`src/rtl/mem_port_arbiter.sv`:
```
// Multi-port memory request arbiter: picks one requester per cycle, forwards its
// message to memory, and steers in-order memory responses back via a tag FIFO.
module mem_port_arbiter #(
    parameter int NPORTS   = 2,
    parameter int AW       = 32,
    parameter int DW       = 32,
    parameter int DEPTH    = 4,
    parameter int ARB_MODE = 0,
    localparam int REQ_SZ  = 1 + AW + 2 + DW,
    localparam int RESP_SZ = 1 + 2 + DW,
    localparam int TW      = (NPORTS > 1) ? $clog2(NPORTS) : 1,
    localparam int CW      = $clog2(DEPTH) + 1
) (
    input  logic                      clk,
    input  logic                      reset,
    input  logic [NPORTS*REQ_SZ-1:0]  req_msg,
    input  logic [NPORTS-1:0]         req_val,
    output logic [NPORTS-1:0]         req_rdy,
    output logic [NPORTS*RESP_SZ-1:0] resp_msg,
    output logic [NPORTS-1:0]         resp_val,
    output logic [REQ_SZ-1:0]         memreq_msg,
    output logic                      memreq_val,
    input  logic                      memreq_rdy,
    input  logic [RESP_SZ-1:0]        memresp_msg,
    input  logic                      memresp_val,
    output logic [CW-1:0]             outstanding,
    output logic                      err_orphan
);

    localparam int PW = $clog2(DEPTH);

    logic [TW-1:0]     ptr_reg, ptr_next;
    logic [TW-1:0]     tag_mem [DEPTH];
    logic [PW-1:0]     wr_ptr_reg, rd_ptr_reg;
    logic [CW-1:0]     count_reg, count_next;
    logic              err_orphan_reg;

    logic [NPORTS-1:0] hi_mask, req_hi, pick_vec, grant_vec;
    logic [TW-1:0]     idx_acc [NPORTS+1];
    logic [REQ_SZ-1:0] msg_acc [NPORTS+1];
    logic [TW-1:0]     grant_idx, head_tag;
    logic              full, fire, pop, orphan_hit;

    // Round-robin: prefer requesters at or above ptr, otherwise wrap to the lowest.
    // Fixed priority simply leaves the upper mask empty.
    genvar gi;
    generate
        for (gi = 0; gi < NPORTS; gi++) begin : g_mask
            assign hi_mask[gi] = (ARB_MODE == 0) && (TW'(gi) >= ptr_reg);
        end
    endgenerate

    assign req_hi    = req_val & hi_mask;
    assign pick_vec  = (|req_hi) ? req_hi : req_val;
    assign grant_vec = pick_vec & (~pick_vec + NPORTS'(1));

    assign idx_acc[0] = '0;
    assign msg_acc[0] = '0;
    generate
        for (gi = 0; gi < NPORTS; gi++) begin : g_encode
            assign idx_acc[gi+1] = idx_acc[gi] | (grant_vec[gi] ? TW'(gi) : '0);
            assign msg_acc[gi+1] = msg_acc[gi]
                                 | ({REQ_SZ{grant_vec[gi]}} & req_msg[gi*REQ_SZ +: REQ_SZ]);
        end
    endgenerate

    assign grant_idx  = idx_acc[NPORTS];
    assign memreq_msg = msg_acc[NPORTS];

    assign full       = (count_reg == CW'(DEPTH));
    assign memreq_val = reset && (|req_val) && !full;
    assign fire       = memreq_val && memreq_rdy;
    assign pop        = reset && memresp_val && (count_reg != '0);
    assign orphan_hit = memresp_val && (count_reg == '0);
    assign head_tag   = tag_mem[rd_ptr_reg];

    generate
        for (gi = 0; gi < NPORTS; gi++) begin : g_ports
            assign req_rdy[gi]                       = fire && grant_vec[gi];
            assign resp_val[gi]                      = pop && (head_tag == TW'(gi));
            assign resp_msg[gi*RESP_SZ +: RESP_SZ]   = memresp_msg;
        end
    endgenerate

    always_comb begin
        ptr_next   = ptr_reg;
        count_next = count_reg;
        if (fire) begin
            ptr_next = (grant_idx == TW'(NPORTS - 1)) ? '0 : grant_idx + TW'(1);
        end
        // Fire is blocked when full and pop needs an entry, so this never wraps.
        if (fire && !pop) begin
            count_next = count_reg + CW'(1);
        end else if (pop && !fire) begin
            count_next = count_reg - CW'(1);
        end
    end

    always_ff @(posedge clk) begin
        if (fire) begin
            tag_mem[wr_ptr_reg] <= grant_idx;
        end
    end

    always_ff @(posedge clk or negedge reset) begin
        if (!reset) begin
            ptr_reg        <= '0;
            wr_ptr_reg     <= '0;
            rd_ptr_reg     <= '0;
            count_reg      <= '0;
            err_orphan_reg <= 1'b0;
        end else begin
            ptr_reg   <= ptr_next;
            count_reg <= count_next;
            if (fire) begin
                wr_ptr_reg <= wr_ptr_reg + PW'(1);
            end
            if (pop) begin
                rd_ptr_reg <= rd_ptr_reg + PW'(1);
            end
            if (orphan_hit) begin
                err_orphan_reg <= 1'b1;
            end
        end
    end

    assign outstanding = count_reg;
    assign err_orphan  = err_orphan_reg;

endmodule
```
`config.mk`:
```
export PLATFORM = sky130hd
export DESIGN_NAME = mem_port_arbiter
export DESIGN_NICKNAME = d
export VERILOG_FILES = /design/src/rtl/mem_port_arbiter.sv
export SDC_FILE = /design/constraint.sdc
export NUM_CORES = 1
export LEC_CHECK = 0
export CAP_MARGIN = 15
export CORE_AREA = 2 2 124 126
export DETAILED_ROUTE_END_ITERATION = 12
export DIE_AREA = 0 0 126 128
export GPL_TIMING_DRIVEN = 1
export PLACE_DENSITY = 0.59
export SYNTH_ARGS = -nofsm -noshare
export SYNTH_HDL_FRONTEND = slang
export SYNTH_SLANG_ARGS = --single-unit
```
`constraint.sdc`:
```
create_clock -name clk -period 2.7 [get_ports clk]
set_clock_uncertainty 0.2 [all_clocks]
set_input_delay 0.54 -clock clk [delete_from_list [all_inputs] [get_ports clk]]
set_output_delay 0.54 -clock clk [all_outputs]
set_load 0.03 [all_outputs]
```
==> impl_metrics.tcl, run 1 <==
set metrics [dict create \
    yosysTopAreaCell "buf_4" \
    htreeDepth 1 \
    area_delta_synth_final_pct 92.0 \
    layout_commonest_cell "clkdlybuf4s50_1" \
    die_area_sq_mm 0.0161 \
    cts_tree "built" \
    max_slew_margin 0.736 \
    avgSynthCellArea_sq_um 6.30 \
    dpl.cell_count 675 \
    post-route-period-util 0.971 \
    yosysUniqueCellTypes 27 \
    multiInputGateArea_sq_mm 0.00120 \
    cp-startpoint "reset" \
    criticalPathCategory "in -> out" \
    min_period_ns 2.62 \
    fillers 1601 \
    synth_top_cell_area_share 0.261 \
    synth-seq-cells 13 \
    vdd_drop_max_v 0.000250 \
    max_freq_mhz 381 \
    drive_above_1_share 0.232 \
    wire_per_inst_microns 12.8 \
    largest-register "tag_mem" \
    die_h_microns 128 \
    avgViaCountPerCell 3.90 \
    start_util 0.147 \
    ant_nets 0 \
    hpwl_microns 6630 \
    grt_max_degree 38 \
    synth_edf_count 4 \
    arrival_ns 1.88 \
    end_kind "primary output" \
    largest_register_ffs 4 \
    syn_inst 347 \
    r2r_cells 8 \
    insertion_delay_ns 0.24 \
    finalSetupViolCount 0 \
    most-common-layout-cells "clkdlybuf4s50_1 (141), nand2_1 (134), buf_4 (81)" \
    grt_use_total 0.0958 \
    synthFlopType "dfrtp_1" \
    cts_buffers 3 \
    slew_violations 0 \
    crit_fanout 9 \
    seqCellArea_sq_um 345 \
    rsz0062_at_grt "false" \
    worst_pin_slew_ns 0.395 \
    holdBufCountCts 0 \
    grt_pass1_vias 2517 \
    leakage_uw 0.00182 \
    pwr_density_cell_mw_per_mm2 527 \
    grt_overflow 0 \
    firstDrtPassIters 4 \
    instances_no_fill 684 \
    timing.max_cap.violations 0 \
    wl_microns 8760 \
    hp-class "reg -> reg" \
    synth_area_leaders "buf_4 (26%), nand2_1 (23%), o21ai_0 (14%)" \
    clkTransAtPathRegs_ns 0.04 \
    cts_root_buf "clkbuf_16" \
    drt_iter0_markers 88 \
    num_rows 45 \
    timing.rr.start "outstanding[0]" \
    crit_required_ns 1.96 \
    clock_path_buffers 2 \
    ys_seq_area_frac 0.158 \
    yosys_warnings 0 \
    pre_cts_slack_ns -0.0910 \
    core_sq_mm 0.0149 \
    synth_nets 528 \
    gp_congestion 0.801 \
    die_width_microns 126 \
    final_nets 678 \
    final-hold-violation-count 0 \
    portBuffers 215 \
    cts_sinks 13 \
    synthArstFlopShare 0.692 \
    cp-endpoint "req_rdy[1]" \
    n_antenna_cell 0 \
    cp-start-kind "input pin" \
    outcome "finished clean" \
    whs_ns 0.257 \
    netlist_area_sq_mm 0.00219 \
    grt_pass1_wl_microns 12700 \
    fin_ws_ns 0.0772 \
    drc 0 \
    finalPower_uw 2210 \
    io_pins 321 \
    antenna_found_initial 0 \
    regToRegEndpoint "outstanding[2]" \
    vias 2668 \
    r2r_slack_ns 0.43 \
]
## power by group
| group | switching [uW] | leakage [uW] | internal (uW) |
|---|---|---|---|
| clock network | 76.0 | 0.0000382 | 199 |
| registers | 102 | 0.000140 | 280 |
| logic | 807 | 0.00164 | 751 |
| total | 985 | 0.00182 | 1230 |
## routing by layer
layer,vias to the layer above,part of all wire,track usage
met5,-,0,0
met4,0,0.030,0.0401
met3,29,0.086,0.0242
met2,143,0.47,0.161
met1,1162,0.41,0.117
li1,1334,-,-
## cell families after synthesis
family	count (synthesis)	share of synthesized area
AND/OR/NAND/NOR	147	0.267
buffers and inverters	98	0.301
AO/OA/AOI/OAI	73	0.183
flip-flops	13	0.158
XOR/XNOR	6	0.0240
adder cells (fa/ha/maj)	6	0.0378
multiplexers	4	0.0292
## final cells by class
class	instances	share of cell area
timing repair buffer	238	0.553
sequential	13	0.0822
clock buffer	4	0.0188
multi-input combinational	236	0.285
inverter	5	0.00447
tap	188	0.0560
## per-stage QoR
| stage | instance area [sq um] | TNS [ns] | util |
|---|---|---|---|
| 2_1_floorplan | 2190 | 0 | - |
| 3_3_place_gp | 3980 | -1.03 | 0.268 |
| 3_5_place_dp | 3980 | -1.17 | 0.268 |
| 4_1_cts | 4200 | 0 | 0.282 |
| 5_1_grt | 4200 | 0 | 0.282 |
| 6_report | 4200 | 0 | 0.282 |
## cell usage after synthesis (3+ instances only)
master / count
inv_1: 5
o21ai_1: 6
xnor2_1: 3
nand2_1: 134
nor2_1: 3
o21ai_0: 61
buf_2: 5
buf_4: 76
edfxtp_1: 4
clkbuf_1: 12
dfrtp_1: 9
and2_2: 6
xor2_1: 3
ha_1: 5
## repair_timing
item	4_1_cts	5_1_grt
buffers inserted	2	0
setup endpoints to repair	38	2
cloned	3	0
hold endpoints to repair	0	0
gates resized for setup	5	1
pin swaps	0	0
## worst min path at each step
stage,from,end,slack (ns),cells past startpoint
CTS,err_orphan,err_orphan,0.26,1
finish,err_orphan,err_orphan,0.26,1
global placement,err_orphan,err_orphan,0.25,1
floorplan,reset,err_orphan,0.04,0
global route,err_orphan,err_orphan,0.28,1
detailed placement,err_orphan,err_orphan,0.25,1
## worst max-delay path, cell delays in order
cell and delay [ns]:
clkdlybuf4s50_1 0.51, o21ai_2 0.09, a211oi_4 0.26, buf_6 0.17, and2_2 0.15, buf_4 0.16
(Power assumes the default switching activity.)
==> run 2: changes to the inputs <==
Settings changed: SKIP_CTS_REPAIR_TIMING set to 1.
==> impl_metrics.tcl, run 2 (same netlist as run 1, synthesis figures left out) <==
set metrics [dict create \
    p_sw_frac 0.446 \
    wire_per_inst_microns 13.0 \
    drt_iter0_markers 134 \
    final_cell_area_sq_mm 0.00423 \
    grt_max_degree 62 \
    vdd_drop_max_v 0.000250 \
    critPathMaxStageDelay_ns 0.51 \
    arrival_ns 1.87 \
    crit_required_ns 1.96 \
    clkTransAtPathRegs_ns 0.04 \
    dpl.cell_count 675 \
    num_rows 45 \
    leakage_uw 0.00184 \
    ant_nets 0 \
    timing.rr.start "outstanding[0]" \
    grt_pass1_vias 2391 \
    grt_use_total 0.0845 \
    clock_path_buffers 2 \
    gp_congestion 0.801 \
    drive_above_1_share 0.236 \
    hp-class "reg -> reg" \
    crit_slowest_cell "clkdlybuf4s50_1" \
    die_width_microns 126 \
    n_antenna_cell 0 \
    portBuffers 215 \
    most-common-layout-cells "clkdlybuf4s50_1 (141), nand2_1 (134), buf_4 (81)" \
    criticalPathCategory "in -> out" \
    firstDrtPassIters 4 \
    avgViaCountPerCell 3.95 \
    vias 2711 \
    timing.max_cap.violations 0 \
    insertion_delay_ns 0.24 \
    die_h_microns 128 \
    p_sw_uw 992 \
    core_sq_mm 0.0149 \
    cts_sinks 13 \
    pwr-share-clk 0.124 \
    power.share.combinational 0.705 \
    instances_no_fill 687 \
    fin_ws_ns 0.0870 \
    area_delta_synth_final_pct 93.5 \
    crit_chain "clkdlybuf4s50_1, o21ai_2, a211oi_4, buf_6, and2_2, buf_4" \
    largest-register "tag_mem" \
    finalSetupViolCount 0 \
    cp-start-kind "input pin" \
    hpwl_microns 6630 \
    end_kind "primary output" \
    max_slew_margin 0.735 \
    worst_pin_slew_ns 0.398 \
    htreeDepth 1 \
    largest_register_ffs 4 \
    fillers 1597 \
    cp-startpoint "reset" \
    cts_root_buf "clkbuf_16" \
    internal-power_uw 1230 \
    start_util 0.147 \
    outcome "finished clean" \
    layout_commonest_cell "clkdlybuf4s50_1" \
    post-route-period-util 0.968 \
    grt_overflow 0 \
    grt_pass1_wl_microns 11400 \
    rsz0062_at_grt "false" \
    hold_start "err_orphan" \
    final_nets 681 \
    placed_area_sq_mm 0.00398 \
    seqPwrFrac 0.171 \
    die_area_sq_mm 0.0161 \
    pre_cts_slack_ns -0.0910 \
    slew_violations 0 \
    pwr_density_cell_mw_per_mm2 526 \
    min_period_ns 2.61 \
    crit_fanout 9 \
    cts_buffers 3 \
    max_freq_mhz 383 \
    cts_tree "built" \
    antenna_found_initial 0 \
    io_pins 321 \
    wl_microns 8970 \
    final-hold-violation-count 0 \
    drc 0 \
]
## run 2: changes by cell type in the layout (fill, tap and decap cells not counted)
cell	previous run	this run
dlygate4sd2_1	1	0
buf_8	0	1
dlymetal6s2s_1	0	1
buf_6	2	4
bufbuf_16	1	0
buf_12	9	8
clkbuf_16	3	7
buf_16	2	0
## run 2: worst max-delay path, delay by kind of cell
| kind | cells | cell delay [ns] |
|---|---|---|
| compound gates | 2 | 0.34 |
| buf+inv | 3 | 0.84 |
| simple gates | 1 | 0.15 |
## run 2: path summary, 6_finish.rpt
kind	end	cells past startpoint	slack [ns]
setup / recovery	req_rdy[1]	6	0.09
hold / removal	err_orphan	1	0.26
setup reg to reg	outstanding[2]	8	0.45
hold reg to reg	err_orphan	1	0.26
max in group asynchronous	wr_ptr_reg[1]	3	1.59
min in group asynchronous	rd_ptr_reg[1]	3	0.57
## run 2: area by class of cell
type	count	area (sq um)	share of cell area
Multi-Input combinational cell	236	1200	0.283
Tap cell	188	235	0.0556
Timing Repair Buffer	241	2360	0.557
Sequential cell	13	345	0.0816
Clock buffer	4	78.8	0.0186
Inverter	5	18.8	0.00443
## run 2: metrics by stage
| step | total power, uW | TNS (ns) | util | hold WS, ns |
|---|---|---|---|---|
| 2_1_floorplan | 1370 | 0 | - | 0.0444 |
| 3_3_place_gp | 1820 | -1.03 | 0.268 | 0.249 |
| 3_5_place_dp | 1850 | -1.17 | 0.268 | 0.250 |
| 4_1_cts | 2140 | -1.97 | 0.273 | 0.258 |
| 5_1_grt | 2370 | 0 | 0.285 | 0.276 |
| 6_report | 2230 | 0 | 0.285 | 0.257 |
## run 2: power by group through the flow
| stage | registers (uW) | clock network, uW | logic, uW |
|---|---|---|---|
| 6_report | 381 | 275 | 1570 |
| 5_1_grt | 396 | 294 | 1680 |
| 4_1_cts | 384 | 285 | 1470 |
| 2_1_floorplan | 418 | 0 | 948 |
| 3_3_place_gp | 379 | 0 | 1440 |
| 3_5_place_dp | 385 | 0 | 1460 |
## run 2: layer usage
metal | up-vias | global-route usage | part of all wire
met4 | 0 | 0.0349 | 0.026
met3 | 27 | 0.0242 | 0.093
met5 | - | 0 | 0
li1 | 1340 | - | -
met2 | 151 | 0.145 | 0.48
met1 | 1193 | 0.0986 | 0.40
